<file path="config.mk">
export PLATFORM = sky130hd
export DESIGN_NAME = mc_controller_flat
export DESIGN_NICKNAME = d
export VERILOG_FILES = /design/src/rtl/mc_ctrl_pkg.sv /design/src/rtl/mc_controller_if.sv /design/src/rtl/mc_alu_decode.sv /design/src/rtl/mc_controller.sv /design/src/flat_wrapper.sv
export SDC_FILE = /design/constraint.sdc
export NUM_CORES = 1
export LEC_CHECK = 0
export CORE_UTILIZATION = 45
export CTS_CLUSTER_SIZE = 40
export DETAILED_ROUTE_END_ITERATION = 7
export GPL_TIMING_DRIVEN = 0
export HOLD_SLACK_MARGIN = 0.15
export PLACE_DENSITY = 0.82
export SYNTH_ARGS = -nofsm -noshare
export SYNTH_HDL_FRONTEND = slang
export SYNTH_SLANG_ARGS = --single-unit
</file>
<file path="constraint.sdc">
create_clock -name clk -period 5.8 [get_ports clk]
set_input_delay 1.74 -clock clk [delete_from_list [all_inputs] [get_ports clk]]
set_output_delay 1.74 -clock clk [all_outputs]
set_load 0.05 [all_outputs]
</file>
<file path="src/rtl/mc_ctrl_pkg.sv">
// Shared constants and types for the multi-cycle MIPS-subset control FSM.
// Opcodes, funct codes, state encodings, ALU and PC-source codes.
package mc_ctrl_pkg;

  localparam int unsigned OP_W = 6;

  localparam logic [OP_W-1:0] OP_RTYPE = 6'b000000;
  localparam logic [OP_W-1:0] OP_BLTZ  = 6'b000001;
  localparam logic [OP_W-1:0] OP_J     = 6'b000010;
  localparam logic [OP_W-1:0] OP_BEQ   = 6'b000100;
  localparam logic [OP_W-1:0] OP_BNE   = 6'b000101;
  localparam logic [OP_W-1:0] OP_ADDIU = 6'b001001;
  localparam logic [OP_W-1:0] OP_SLTI  = 6'b001010;
  localparam logic [OP_W-1:0] OP_ANDI  = 6'b001100;
  localparam logic [OP_W-1:0] OP_ORI   = 6'b001101;
  localparam logic [OP_W-1:0] OP_LW    = 6'b100011;
  localparam logic [OP_W-1:0] OP_SW    = 6'b101011;
  localparam logic [OP_W-1:0] OP_HALT  = 6'b111111;

  localparam logic [OP_W-1:0] FN_SLL = 6'b000000;
  localparam logic [OP_W-1:0] FN_ADD = 6'b100000;
  localparam logic [OP_W-1:0] FN_SUB = 6'b100010;
  localparam logic [OP_W-1:0] FN_AND = 6'b100100;
  localparam logic [OP_W-1:0] FN_OR  = 6'b100101;

  localparam logic [1:0] PCSRC_SEQ = 2'b00;
  localparam logic [1:0] PCSRC_BR  = 2'b01;
  localparam logic [1:0] PCSRC_JMP = 2'b10;

  typedef enum logic [2:0] {
    ST_IF   = 3'b000,
    ST_ID   = 3'b001,
    ST_EXE  = 3'b010,
    ST_MEM  = 3'b011,
    ST_WB   = 3'b100,
    ST_HALT = 3'b101
  } state_e;

  typedef enum logic [2:0] {
    ALU_ADD = 3'b000,
    ALU_SUB = 3'b001,
    ALU_SLL = 3'b010,
    ALU_OR  = 3'b011,
    ALU_AND = 3'b100,
    ALU_SLT = 3'b101
  } alu_ctr_e;

  typedef struct packed {
    logic     legal;
    logic     src_a;
    logic     src_b;
    logic     ext_op;
    alu_ctr_e ctr;
  } alu_dec_t;

  function automatic logic is_branch_op(logic [OP_W-1:0] op);
    return (op == OP_BEQ) || (op == OP_BNE) || (op == OP_BLTZ);
  endfunction

endpackage

</file>
<file path="src/rtl/mc_controller_if.sv">
// Controller <-> datapath bundle: IR fields and ALU flags in, strobes/muxes out.
// MC_CTRL_PERF_EN adds the cyc_cnt/ret_cnt performance counters.
interface mc_controller_if
`ifdef MC_CTRL_PERF_EN
  #(parameter int unsigned CNT_W = 32)
`endif
  ;
  logic [5:0] op;
  logic [5:0] funct;
  logic       zero;
  logic       sign;
  logic       mem_ready;
  logic       IRwrt;
  logic       PCwrt;
  logic [1:0] PCsrc;
  logic       regWrt;
  logic       ALUsrcA;
  logic       ALUsrcB;
  logic [2:0] ALUctr;
  logic       extOp;
  logic       memRd;
  logic       memWrt;
  logic       halted;
  logic       mem_err;
  logic [2:0] state;
`ifdef MC_CTRL_PERF_EN
  logic [CNT_W-1:0] cyc_cnt;
  logic [CNT_W-1:0] ret_cnt;
`endif

  modport master (
    input  op, funct, zero, sign, mem_ready,
    output IRwrt, PCwrt, PCsrc, regWrt, ALUsrcA, ALUsrcB, ALUctr, extOp,
           memRd, memWrt, halted, mem_err, state
`ifdef MC_CTRL_PERF_EN
           , cyc_cnt, ret_cnt
`endif
  );

  modport slave (
    output op, funct, zero, sign, mem_ready,
    input  IRwrt, PCwrt, PCsrc, regWrt, ALUsrcA, ALUsrcB, ALUctr, extOp,
           memRd, memWrt, halted, mem_err, state
`ifdef MC_CTRL_PERF_EN
           , cyc_cnt, ret_cnt
`endif
  );

endinterface

</file>
<file path="src/rtl/mc_alu_decode.sv">
// Combinational op/funct decode into ALU operand selects, ALU op, extension
// mode and a legal flag for recognised instructions.
module mc_alu_decode
  import mc_ctrl_pkg::*;
(
  input  logic [5:0] op_i,
  input  logic [5:0] funct_i,
  output alu_dec_t   dec_c_o
);

  always_comb begin
    dec_c_o        = '0;
    dec_c_o.legal  = 1'b1;
    dec_c_o.src_a  = 1'b1;
    dec_c_o.ctr    = ALU_ADD;
    case (op_i)
      OP_RTYPE: begin
        dec_c_o.src_b = 1'b1;
        case (funct_i)
          FN_ADD:  dec_c_o.ctr = ALU_ADD;
          FN_SUB:  dec_c_o.ctr = ALU_SUB;
          FN_AND:  dec_c_o.ctr = ALU_AND;
          FN_OR:   dec_c_o.ctr = ALU_OR;
          FN_SLL: begin
            dec_c_o.src_a = 1'b0;
            dec_c_o.ctr   = ALU_SLL;
          end
          default: dec_c_o.legal = 1'b0;
        endcase
      end
      OP_ADDIU: dec_c_o.ext_op = 1'b1;
      OP_SLTI: begin
        dec_c_o.ext_op = 1'b1;
        dec_c_o.ctr    = ALU_SLT;
      end
      OP_ANDI: dec_c_o.ctr = ALU_AND;
      OP_ORI:  dec_c_o.ctr = ALU_OR;
      OP_LW, OP_SW: dec_c_o.ext_op = 1'b1;
      // bltz compares rs against rt=$0, so it shares the beq/bne setup
      OP_BEQ, OP_BNE, OP_BLTZ: begin
        dec_c_o.src_b = 1'b1;
        dec_c_o.ctr   = ALU_SUB;
      end
      OP_J, OP_HALT: dec_c_o.src_a = 1'b0;
      default: dec_c_o.legal = 1'b0;
    endcase
  end

endmodule

</file>
<file path="src/rtl/mc_controller.sv">
// Multi-cycle IF/ID/EXE/MEM/WB control FSM with memory ready/timeout handling.
// Define MC_CTRL_PERF_EN to add the cycle and retire performance counters.
module mc_controller
  import mc_ctrl_pkg::*;
#(
  parameter int unsigned MEM_TIMEOUT = 15,
  parameter int unsigned CNT_W       = 32
) (
  input  logic               clk,
  input  logic               rst_n,
  mc_controller_if.master    bus
);

  localparam int unsigned WAIT_W = (MEM_TIMEOUT > 1) ? $clog2(MEM_TIMEOUT) : 1;
  localparam logic [WAIT_W-1:0] WAIT_LAST =
    WAIT_W'((MEM_TIMEOUT == 0) ? 0 : MEM_TIMEOUT - 1);

  if (CNT_W == 0) begin : g_cnt_w_chk
    $error("CNT_W must be non-zero");
  end

  state_e            state_q, state_d;
  logic [WAIT_W-1:0] wait_q, wait_d;
  logic              mem_err_q, mem_err_d;

  alu_dec_t   dec;
  logic       is_lw, is_sw, is_br, br_taken, timeout_hit;
  logic       ir_wrt, pc_wrt, reg_wrt, mem_rd, mem_wrt;
  logic       alu_src_a, alu_src_b, ext_op;
  logic [1:0] pc_src;
  logic [2:0] alu_ctr;

  mc_alu_decode u_alu_decode (
    .op_i    (bus.op),
    .funct_i (bus.funct),
    .dec_c_o (dec)
  );

  assign is_lw       = (bus.op == OP_LW);
  assign is_sw       = (bus.op == OP_SW);
  assign is_br       = is_branch_op(bus.op);
  assign timeout_hit = (MEM_TIMEOUT != 0) && (wait_q == WAIT_LAST);

  always_comb begin
    case (bus.op)
      OP_BEQ:  br_taken = bus.zero;
      OP_BNE:  br_taken = ~bus.zero;
      OP_BLTZ: br_taken = bus.sign;
      default: br_taken = 1'b0;
    endcase
  end

  always_ff @(posedge clk or negedge rst_n) begin
    if (!rst_n) begin
      state_q   <= ST_IF;
      wait_q    <= '0;
      mem_err_q <= 1'b0;
    end else begin
      state_q   <= state_d;
      wait_q    <= wait_d;
      mem_err_q <= mem_err_d;
    end
  end

  always_comb begin
    state_d   = state_q;
    wait_d    = wait_q;
    mem_err_d = mem_err_q;
    ir_wrt    = 1'b0;
    pc_wrt    = 1'b0;
    pc_src    = PCSRC_SEQ;
    reg_wrt   = 1'b0;
    mem_rd    = 1'b0;
    mem_wrt   = 1'b0;
    alu_src_a = 1'b0;
    alu_src_b = 1'b0;
    alu_ctr   = ALU_ADD;
    ext_op    = 1'b0;

    // ALU setup is established in EXE and held until the instruction retires
    if (state_q inside {ST_EXE, ST_MEM, ST_WB}) begin
      alu_src_a = dec.src_a;
      alu_src_b = dec.src_b;
      alu_ctr   = dec.ctr;
      ext_op    = dec.ext_op;
    end

    case (state_q)
      ST_IF: begin
        ir_wrt  = 1'b1;
        state_d = ST_ID;
      end
      ST_ID: begin
        if (bus.op == OP_J) begin
          pc_wrt  = 1'b1;
          pc_src  = PCSRC_JMP;
          state_d = ST_IF;
        end else if (bus.op == OP_HALT) begin
          state_d = ST_HALT;
        end else if (!dec.legal) begin
          pc_wrt  = 1'b1;
          state_d = ST_IF;
        end else begin
          state_d = ST_EXE;
        end
      end
      ST_EXE: begin
        if (is_br) begin
          pc_wrt  = 1'b1;
          pc_src  = br_taken ? PCSRC_BR : PCSRC_SEQ;
          state_d = ST_IF;
        end else if (is_lw || is_sw) begin
          state_d = ST_MEM;
        end else begin
          state_d = ST_WB;
        end
      end
      ST_MEM: begin
        mem_rd  = is_lw;
        mem_wrt = is_sw;
        // a completion arriving on the last allowed cycle beats the timeout
        if (bus.mem_ready) begin
          wait_d = '0;
          if (is_sw) begin
            pc_wrt  = 1'b1;
            state_d = ST_IF;
          end else begin
            state_d = ST_WB;
          end
        end else if (timeout_hit) begin
          wait_d    = '0;
          mem_err_d = 1'b1;
          state_d   = ST_HALT;
        end else begin
          wait_d = wait_q + WAIT_W'(1);
        end
      end
      ST_WB: begin
        reg_wrt = 1'b1;
        pc_wrt  = 1'b1;
        state_d = ST_IF;
      end
      ST_HALT: state_d = ST_HALT;
      default: state_d = ST_IF;
    endcase
  end

  // Strobes are forced low while reset is held so nothing fires mid-abort
  assign bus.IRwrt   = ir_wrt  & rst_n;
  assign bus.PCwrt   = pc_wrt  & rst_n;
  assign bus.regWrt  = reg_wrt & rst_n;
  assign bus.memRd   = mem_rd  & rst_n;
  assign bus.memWrt  = mem_wrt & rst_n;
  assign bus.PCsrc   = pc_src;
  assign bus.ALUsrcA = alu_src_a;
  assign bus.ALUsrcB = alu_src_b;
  assign bus.ALUctr  = alu_ctr;
  assign bus.extOp   = ext_op;
  assign bus.halted  = (state_q == ST_HALT);
  assign bus.mem_err = mem_err_q;
  assign bus.state   = state_q;

`ifdef MC_CTRL_PERF_EN
  logic [CNT_W-1:0] cyc_cnt_q, ret_cnt_q;

  always_ff @(posedge clk or negedge rst_n) begin
    if (!rst_n) begin
      cyc_cnt_q <= '0;
      ret_cnt_q <= '0;
    end else begin
      if (state_q != ST_HALT) cyc_cnt_q <= cyc_cnt_q + CNT_W'(1);
      if (pc_wrt)             ret_cnt_q <= ret_cnt_q + CNT_W'(1);
    end
  end

  assign bus.cyc_cnt = cyc_cnt_q;
  assign bus.ret_cnt = ret_cnt_q;
`endif

endmodule
</file>
<file path="src/flat_wrapper.sv">
// flat-port wrapper written by rule: the top's interface ports become plain ports
module mc_controller_flat import mc_ctrl_pkg::*;
#(
  parameter int unsigned MEM_TIMEOUT = 15,
  parameter int unsigned CNT_W       = 32
)
  (clk, rst_n, bus_op, bus_funct, bus_zero, bus_sign, bus_mem_ready, bus_IRwrt, bus_PCwrt, bus_PCsrc, bus_regWrt, bus_ALUsrcA, bus_ALUsrcB, bus_ALUctr, bus_extOp, bus_memRd, bus_memWrt, bus_halted, bus_mem_err, bus_state);
  mc_controller_if bus_i ();
  input  logic clk;
  input  logic rst_n;
  input wire logic [$bits(bus_i.op)-1:0] bus_op;
  input wire logic [$bits(bus_i.funct)-1:0] bus_funct;
  input wire logic [$bits(bus_i.zero)-1:0] bus_zero;
  input wire logic [$bits(bus_i.sign)-1:0] bus_sign;
  input wire logic [$bits(bus_i.mem_ready)-1:0] bus_mem_ready;
  output wire logic [$bits(bus_i.IRwrt)-1:0] bus_IRwrt;
  output wire logic [$bits(bus_i.PCwrt)-1:0] bus_PCwrt;
  output wire logic [$bits(bus_i.PCsrc)-1:0] bus_PCsrc;
  output wire logic [$bits(bus_i.regWrt)-1:0] bus_regWrt;
  output wire logic [$bits(bus_i.ALUsrcA)-1:0] bus_ALUsrcA;
  output wire logic [$bits(bus_i.ALUsrcB)-1:0] bus_ALUsrcB;
  output wire logic [$bits(bus_i.ALUctr)-1:0] bus_ALUctr;
  output wire logic [$bits(bus_i.extOp)-1:0] bus_extOp;
  output wire logic [$bits(bus_i.memRd)-1:0] bus_memRd;
  output wire logic [$bits(bus_i.memWrt)-1:0] bus_memWrt;
  output wire logic [$bits(bus_i.halted)-1:0] bus_halted;
  output wire logic [$bits(bus_i.mem_err)-1:0] bus_mem_err;
  output wire logic [$bits(bus_i.state)-1:0] bus_state;
  assign bus_i.op = bus_op;
  assign bus_i.funct = bus_funct;
  assign bus_i.zero = bus_zero;
  assign bus_i.sign = bus_sign;
  assign bus_i.mem_ready = bus_mem_ready;
  assign bus_IRwrt = bus_i.IRwrt;
  assign bus_PCwrt = bus_i.PCwrt;
  assign bus_PCsrc = bus_i.PCsrc;
  assign bus_regWrt = bus_i.regWrt;
  assign bus_ALUsrcA = bus_i.ALUsrcA;
  assign bus_ALUsrcB = bus_i.ALUsrcB;
  assign bus_ALUctr = bus_i.ALUctr;
  assign bus_extOp = bus_i.extOp;
  assign bus_memRd = bus_i.memRd;
  assign bus_memWrt = bus_i.memWrt;
  assign bus_halted = bus_i.halted;
  assign bus_mem_err = bus_i.mem_err;
  assign bus_state = bus_i.state;
  mc_controller #(.MEM_TIMEOUT(MEM_TIMEOUT), .CNT_W(CNT_W)) u_core (.clk(clk), .rst_n(rst_n), .bus(bus_i));
endmodule
</file>
# Word-level counts from Yosys, hierarchy flattened
# Index checks and enable logic that the tools add are counted.
# Widths: inputs -> output; s select.
dict set report word_totals {
  elab_cells 86
  reg_bits 8
  out_inout_bits 18
  in_bits 17
}
dict set report classes {
  n_reduce_logical 14
  addsub 1
  n_mux 39
  bitwise_logic 7
  eq_ne 22
}
# cell count
set ops {}
lappend ops {{$eq 6x6->1 const B} 7}
lappend ops {{$pmux 3 s5} 2}
lappend ops {{$eq 6x4->1 const B} 4}
lappend ops {{$mux 3} 8}
lappend ops {{$mux 1} 18}
lappend ops {{$eq 6x3->1 const B} 2}
lappend ops {{$logic_not 6->1} 2}
lappend ops {{$pmux 3 s4} 1}
lappend ops {{$reduce_or 11->1} 1}
lappend ops {{$mux 4} 2}
lappend ops {{$reduce_or 4->1} 2}
lappend ops {{$eq 3x2->1 const B} 2}
lappend ops {{$eq 3x3->1 const B} 2}
lappend ops {{$eq 6x1->1 const B} 1}
lappend ops {{$eq 6x2->1 const B} 1}
lappend ops {{$mux 2} 3}
lappend ops {{$and 1x1->1} 5}
lappend ops {{$reduce_or 5->1} 1}
lappend ops {{$add 4x1->4 const B} 1}
lappend ops {{$eq 4x4->1 const B} 1}
lappend ops {{$pmux 1 s2} 2}
lappend ops {{$pmux 1 s4} 1}
lappend ops {{$pmux 2 s2} 1}
lappend ops {{$eq 3x1->1 const B} 1}
lappend ops {{9 further kinds} 12}

# Depth between registers and ports, before layout
# Gate-level depths: netlist of run 1.
dict set report depth {
  word_depth 9
  mapped_depth 8
  ltp_nobuf 7
}

# Modules after synthesis
# Synthesis of run 1 repeated with hierarchy kept, for this count alone.
dict set report unflattened {
  hier_cells 134
  area_unflattened_um2 999.7
}
# module area_per_inst_um2 cells_each instances seq_area_each_um2
set by_module_without_submodules {}
lappend by_module_without_submodules {mc_controller 681.9 86 1 200.2}
lappend by_module_without_submodules {mc_alu_decode 317.8 48 1 0.0}

# Least setup slack after synthesis of run 1
# No wires, ideal clock.
dict set report synth_timing {
  kind {input to output}
  startpoint {input bus_op[3]}
  endpoint {output bus_ALUctr[1]}
  stages 6
  arrival_ps 4126
  required_time_ps 4060
  n_path_buf 1
  path_slack_ps -66
  path_cell_list {clkbuf_1 > nor3_1 > nand3b_1 > a21oi_1 > a21oi_1 > nor4b_1}
}
dict set report synth_via {
  elab_chain_len 4
  elab_cells_between_ends 10
  cone_classes {eq/ne (6); mux (2); reduce/logical (2)}
}
# element line
set synth_lines {}
lappend synth_lines {{start: declaration} flat_wrapper.sv:11} ;# input wire logic [$bits(bus_i.op)-1:0] bus_op;
lappend synth_lines {{$eq 6x1->1 or $eq 6x3->1 (tied branches)} mc_alu_decode.sv:16} ;# case (op_i)
lappend synth_lines {{$reduce_or 3->1} mc_alu_decode.sv:16}
lappend synth_lines {{$pmux 3 s5 *} mc_alu_decode.sv:16}
lappend synth_lines {{$mux 3 *} mc_controller.sv:81} ;# if (state_q inside {ST_EXE, ST_MEM, ST_WB}) begin
lappend synth_lines {{end: declaration} flat_wrapper.sv:22} ;# output wire logic [$bits(bus_i.ALUctr)-1:0] bus_ALUctr;
# Mark *: on every way between the ends. The rest lies on a longest branch, timed or not.

# Worst setup path in the final report of run 1
dict set report layout_timing {
  startpoint {input bus_op[3]}
  endpoint {output bus_ALUctr[2]}
}
# Same word-level chain as after synthesis.

==> run_results.csv, run 1 <==
group,metric,value,unit
route,dr.pass1.iters,4,
finish,n_antenna_cell,0,
global_route,antenna_found_initial,0,
pwr,powerDensity,306,nW/um^2
worst_setup_path,slowest_stage,"dlygate4sd2_1",
worst_setup_path,regToRegEndpoint,"u_core.wait_q[3]",
pwr,switching_power,0.210,mW
finish,fill_cells,183,
synth,synth_area,926,um^2
finish,drive_above_1_share,9.09,%
placed_design,dp_hpwl,2080,um
worst_setup_path,path_buf_inv,3,
clock_tree,cts_tree,"built",
worst_setup_path,path_cells,"clkdlybuf4s50_1 -> clkbuf_2 -> nor3_1 -> nand3b_1 -> nor3_1 -> nand3_1 -> a21oi_1 -> dlygate4sd2_1",
floorplan,core,1940,um^2
floorplan,die_y,47.4,um
timing,skew,3.04,ps
pwr,vdd_drop_max,203,uV
global_route,grt.total_usage,26.1,%
synth,synthDistinctLibCells,41,
synth,synth_seq_area_share,21.6,%
timing,slew_viol_final,0,
min_path,min-delay-path-class,"flip-flop to flip-flop",
worst_setup_path,slowest_delay,540,ps
route,wl_per_cell,13.7,um
finish,register_area,200,um^2
route,route.vias.total,1113,
worst_setup_path,start_kind,"input port",
worst_setup_path,critPathLaunch,"bus_op[3]",
placed_design,gp_congestion,0.932,
global_route,grt_max_degree,13,
worst_setup_path,cp_data_required_time,4060,ps
synth,synth-warning-count,0,
placed_design,port_buffers,32,
pwr,intPower,0.187,mW
finish,final_cell_mix,"clkdlybuf4s50_1 (26), nor2_1 (17), nand2_1 (14), nand3_1 (9), o21ai_0 (9)",
synth,async_reset_ff_share,100,%
run,timing.max_cap.violations,0,
timing,tightestPinTransition,505,ps
finish,fin_nets,186,
timing,fin_setup_tns,0,ps
synth,syn_nets,149,
clock_tree,hold_buffers,0,
floorplan,pin_count,35,
timing,slew_headroom,66.2,%
clock_tree,post_cts_resized,6,
global_route,grt_first_pass_wirelength,4210,um
synth,syn_area_per_cell,7.12,um^2
clock_tree,clock_path_buffers,2,
synth,ys_ff_latch,8,
worst_setup_path,critPathArrivalTime,3990,ps
finish,areaGrowthSynthToFinish,40.3,%
worst_setup_path,worstReg2RegStart,"u_core.wait_q[0]",
worst_setup_path,worst-path-max-fanout,10,
timing,setup_viol,0,
pwr,combPwrFrac,64.6,%
route,initialDrtViolationCount,38,
route,antenna_left,0,
worst_setup_path,cp_top_family,"buffers and inverters",
floorplan,fp-row-count,16,
clock_tree,clock_latency,250,ps
floorplan,die-area,2240,um^2
worst_setup_path,critPathKind,"input port to output port",
worst_setup_path,cp.depth,8,
synth,synth_edf_count,0,
worst_setup_path,cp_common_cell,"nor3_1",
synth,synth_ff_type,"dfrtp_1",
worst_setup_path,r2r_setup_slack,3960,ps
clock_tree,path_clk_slew,50,ps
finish,final_common_cell,"clkdlybuf4s50_1",
worst_setup_path,crit_end,"bus_ALUctr[2]",
floorplan,die_width,47.4,um
clock_tree,cts_sinks,8,
pwr,p_clk_share,10.6,%
pwr,p_seq_share,24.8,%
finish,multi_input_area,662,um^2
pwr,p_leak,0.555,nW
clock_tree,cts_setup_buffers,0,
placed_design,dp.cells,189,
floorplan,start_util,47.7,%
status,outcome,"complete, no violations",
global_route,grt_overflow,0,
timing,fmax,0.175,GHz
timing,period_minus_slack,5730,ps
worst_setup_path,end_kind,"output port",
route,drc_errors,0,
timing,period_share,98.8,%
worst_setup_path,reg2reg_depth,8,
synth,syn_inst,130,
pwr,swShare,52.9,%
route,avgViaCountPerCell,5.80,
route,wl,2640,um
clock_tree,htree_levels,1,
finish,final_cell_count_no_fill,192,
timing,hold_violations,0,
global_route,grt_pass1_vias,1004,
clock_tree,cts_made_buffers,3,
clock_tree,root_buffer,"clkbuf_4",
timing,rsz0062_at_grt,"no",
-- worst reg2reg max path, cell delays in order (launching register included) --
cell      delay [ps]
dfrtp_1          400
inv_1             70
ha_1             200
and3_1           200
or3_1            300
clkbuf_1         230
nor2b_1          150
o21ai_0          100
o31ai_1          100
-- metrics by stage --
| step | power [mW] | hold slack [ps] | cell area (um^2) | util [%] | setup slack [ps] |
|---|---|---|---|---|---|
| after floorplan | 0.275 | 437 | 932 | - | 174 |
| after global placement | 0.348 | 442 | 1290 | 66.2 | -211 |
| after detailed placement | 0.357 | 458 | 1290 | 66.2 | -286 |
| after CTS | 0.399 | 474 | 1300 | 67.1 | 46.3 |
| after global routing | 0.428 | 510 | 1300 | 66.9 | 4.23 |
| final | 0.398 | 474 | 1300 | 66.9 | 71.9 |
-- synthesized netlist by cell type, types with 2 or more instances --
cell / number / share of area [%]
nor2_1: 17 / 6.9
clkbuf_1: 5 / 2.0
nand4_1: 2 / 1.4
buf_2: 2 / 1.1
nand3_1: 9 / 4.9
nor4_1: 3 / 2.0
nand3b_1: 2 / 1.6
or3_1: 3 / 2.0
a31oi_1: 2 / 1.4
inv_1: 5 / 2.0
and3_1: 4 / 2.7
nor2b_1: 2 / 1.4
nand2_1: 14 / 5.7
a21oi_1: 5 / 2.7
xnor2_1: 2 / 1.9
nor3_1: 8 / 4.3
buf_6: 2 / 2.4
o21ai_0: 9 / 4.9
ha_1: 2 / 2.7
dfrtp_1: 8 / 22
nand2b_1: 4 / 2.7
-- cell families after synthesis --
| group | after synthesis | synth area share (%) |
|---|---|---|
| AO/OA/AOI/OAI | 28 | 21.4 |
| XOR/XNOR | 3 | 2.84 |
| adder cells (fa/ha/maj) | 3 | 3.78 |
| buffers and inverters | 14 | 7.57 |
| flip-flops | 8 | 21.6 |
| multiplexers | 1 | 1.08 |
| AND/OR/NAND/NOR | 73 | 41.8 |
-- area by class of cell --
cell class | instances | share of cell area (%)
inverters | 5 | 1.45
clock buffers | 3 | 1.73
plain buffers | 9 | 4.05
multi-input cells | 108 | 51.0
flip-flops and latches | 8 | 15.4
repair buffers | 32 | 23.8
well taps | 27 | 2.60
-- metal layers --
metal | GRT usage (%) | part of all wire (%) | routed length (um)
met1 | 32.1 | 43 | 1140
met2 | 46.3 | 51 | 1350
met3 | 7.31 | 5.5 | 145
met4 | 2.86 | 0 | 0
met5 | 0 | 0 | 0
-- how the worst min path moves through the flow --
stage,start,end,slack (ps),cells past startpoint
global placement,u_core.bus.mem_err,u_core.bus.mem_err,440,1
CTS,u_core.bus.mem_err,u_core.bus.mem_err,470,1
finish,u_core.bus.mem_err,u_core.bus.mem_err,470,1
floorplan,u_core.wait_q[3],u_core.wait_q[3],440,1
global route,u_core.bus.mem_err,u_core.bus.mem_err,510,1
detailed placement,u_core.bus.mem_err,u_core.bus.mem_err,460,1
-- registers in the layout, summed over array words and instances, names as in the netlist --
signal              cells
u_core.wait_q           4
u_core.bus.mem_err      1
u_core.bus.state        3
-- power by group through the flow --
stage	sequential (mW)	clock, mW	combinational, mW
detailed placement	0.0979	0	0.259
finish	0.0988	0.0420	0.257
floorplan	0.124	0	0.151
CTS	0.0982	0.0437	0.257
global route	0.103	0.0491	0.276
global placement	0.0967	0	0.251
(Power assumes the default switching activity.)
==> inputs of run 2 (changes only) <==
clock period = 6.7 ns   (was 5.8 ns; I/O delays follow)
==> run 2 against run 1 <==
Total power shrank 13%; final cell count is the same; utilization grew 0.45 points; critical path depth is the same; combinational power shrank 13%; clock power shrank 11%; final area grew 0.67%; setup slack gained 66 ps; clock skew shrank 1.1 ps; critical path type unchanged.
==> run_results.csv, run 2 (synthesized netlist as in run 1, its figures left out) <==
group,metric,value,unit
status,outcome,"complete, no violations",
floorplan,pin_count,35,
timing,skew,1.97,ps
pwr,combPwrFrac,64.8,%
global_route,grt_overflow,0,
floorplan,core,1940,um^2
finish,fin_nets,186,
floorplan,start_util,47.7,%
floorplan,die-area,2240,um^2
timing,hold_violations,0,
clock_tree,root_buffer,"clkbuf_4",
finish,final_common_cell,"clkdlybuf4s50_1",
finish,drive_above_1_share,6.67,%
pwr,p_seq_share,24.3,%
placed_design,dp.cells,189,
global_route,antenna_found_initial,0,
finish,n_antenna_cell,0,
route,drc_errors,0,
timing,fin_setup_tns,0,ps
pwr,p_clk_share,10.8,%
placed_design,gp_congestion,0.921,
timing,period_share,97.9,%
timing,tightestPinTransition,501,ps
placed_design,place_area,1280,um^2
pwr,switching_power,0.179,mW
clock_tree,clock_path_buffers,2,
pwr,swShare,51.7,%
timing,slew_viol_final,0,
route,initialDrtViolationCount,42,
timing,setup_viol,0,
route,route.vias.total,1073,
global_route,grt.total_usage,24.6,%
timing,fmax,0.152,GHz
min_path,min-delay-path-class,"flip-flop to flip-flop",
route,wl_per_cell,13.0,um
floorplan,die_width,47.4,um
clock_tree,htree_levels,1,
worst_setup_path,critPathArrivalTime,4550,ps
clock_tree,post_cts_resized,0,
finish,largest_register,"u_core.wait_q",
worst_setup_path,cp_data_required_time,4690,ps
pwr,power.total,0.345,mW
clock_tree,cts_tree,"built",
floorplan,fp-row-count,16,
finish,finish.instance_area,1310,um^2
clock_tree,cts_sinks,8,
pwr,vdd_drop_max,230,uV
clock_tree,clock_latency,260,ps
floorplan,die_y,47.4,um
worst_setup_path,worst-path-max-fanout,10,
pwr,intPower,0.167,mW
finish,final_cell_count_no_fill,192,
pwr,powerDensity,264,nW/um^2
timing,period_minus_slack,6560,ps
clock_tree,cts_made_buffers,3,
global_route,grt_max_degree,13,
timing,fin_hold_ws,465,ps
finish,largest_register_ffs,4,
clock_tree,hold_buffers,0,
run,timing.max_cap.violations,0,
route,wl,2510,um
route,avgViaCountPerCell,5.59,
clock_tree,cts_setup_buffers,0,
route,antenna_left,0,
pwr,p_leak,0.554,nW
finish,areaGrowthSynthToFinish,41.2,%
worst_setup_path,critPathKind,"input port to output port",
timing,rsz0062_at_grt,"no",
timing,slew_headroom,66.5,%
global_route,grt_first_pass_wirelength,3890,um
placed_design,port_buffers,32,
route,dr.pass1.iters,4,
worst_setup_path,start_kind,"input port",
global_route,grt_pass1_vias,898,
placed_design,dp_hpwl,1980,um
worst_setup_path,end_kind,"output port",
clock_tree,path_clk_slew,50,ps
finish,final_cell_mix,"clkdlybuf4s50_1 (30), nor2_1 (17), nand2_1 (14), nand3_1 (9), o21ai_0 (9)",
[run 2: cell types whose count changed in the layout (fill, tap and decap cells not counted)]
cell and delta:
dlymetal6s2s_1 +1, nor4b_2 -1, clkbuf_2 -3, clkdlybuf4s50_1 +4
dlygate4sd2_1 -3, nor4b_1 +1, clkbuf_1 +1
[run 2: per-layer routing]
metal | global-route usage, % | wire length, um
met1 | 33.2 | 1130
met4 | 5.71 | 0
met3 | 7.31 | 141
met2 | 38.4 | 1240
met5 | 0 | 0
[run 2: worst paths after layout]
| kind | startpoint | to | slack, ps | cells past startpoint |
|---|---|---|---|---|
| max in group asynchronous | rst_n | u_core.bus.state[0] | 4280 | 1 |
| setup reg to reg | u_core.wait_q[0] | u_core.wait_q[2] | 4910 | 8 |
| min in group asynchronous | rst_n | u_core.wait_q[1] | 2090 | 1 |
| hold reg to reg | u_core.wait_q[3] | u_core.wait_q[3] | 470 | 1 |
| hold / removal | u_core.wait_q[3] | u_core.wait_q[3] | 470 | 1 |
| setup / recovery | bus_op[3] | bus_PCwrt | 140 | 8 |
[run 2: through the flow]
stage	setup WS [ps]	utilization, %
after floorplan	294	-
after global placement	116	65.9
after detailed placement	94.1	65.9
after CTS	71.0	67.1
after global routing	26.6	67.3
final	138	67.3
[run 2: worst max-delay path: stages]
cell             delay, ps
clkdlybuf4s50_1        580
clkbuf_1               380
nor2_1                  80
nand3_1                140
o21ai_0                100
a221o_1                330
a32o_1                 220
clkdlybuf4s50_1        700
[run 2: layout make-up]
type | count | area, um^2
sequential | 8 | 200
fill | 177 | 634
buffer | 9 | 51.3
timing repair buffer | 32 | 325
clock buffer | 3 | 22.5
multi-input combinational | 108 | 656
inverter | 5 | 18.8
tap | 27 | 33.8
[run 2: power by group through the flow]
stage	Sequential [mW]	Clock, mW	Combinational (mW)
after CTS	0.0841	0.0382	0.225
final	0.0840	0.0374	0.224
after floorplan	0.107	0	0.130
after global routing	0.0884	0.0421	0.242
after detailed placement	0.0847	0	0.223
after global placement	0.0837	0	0.217
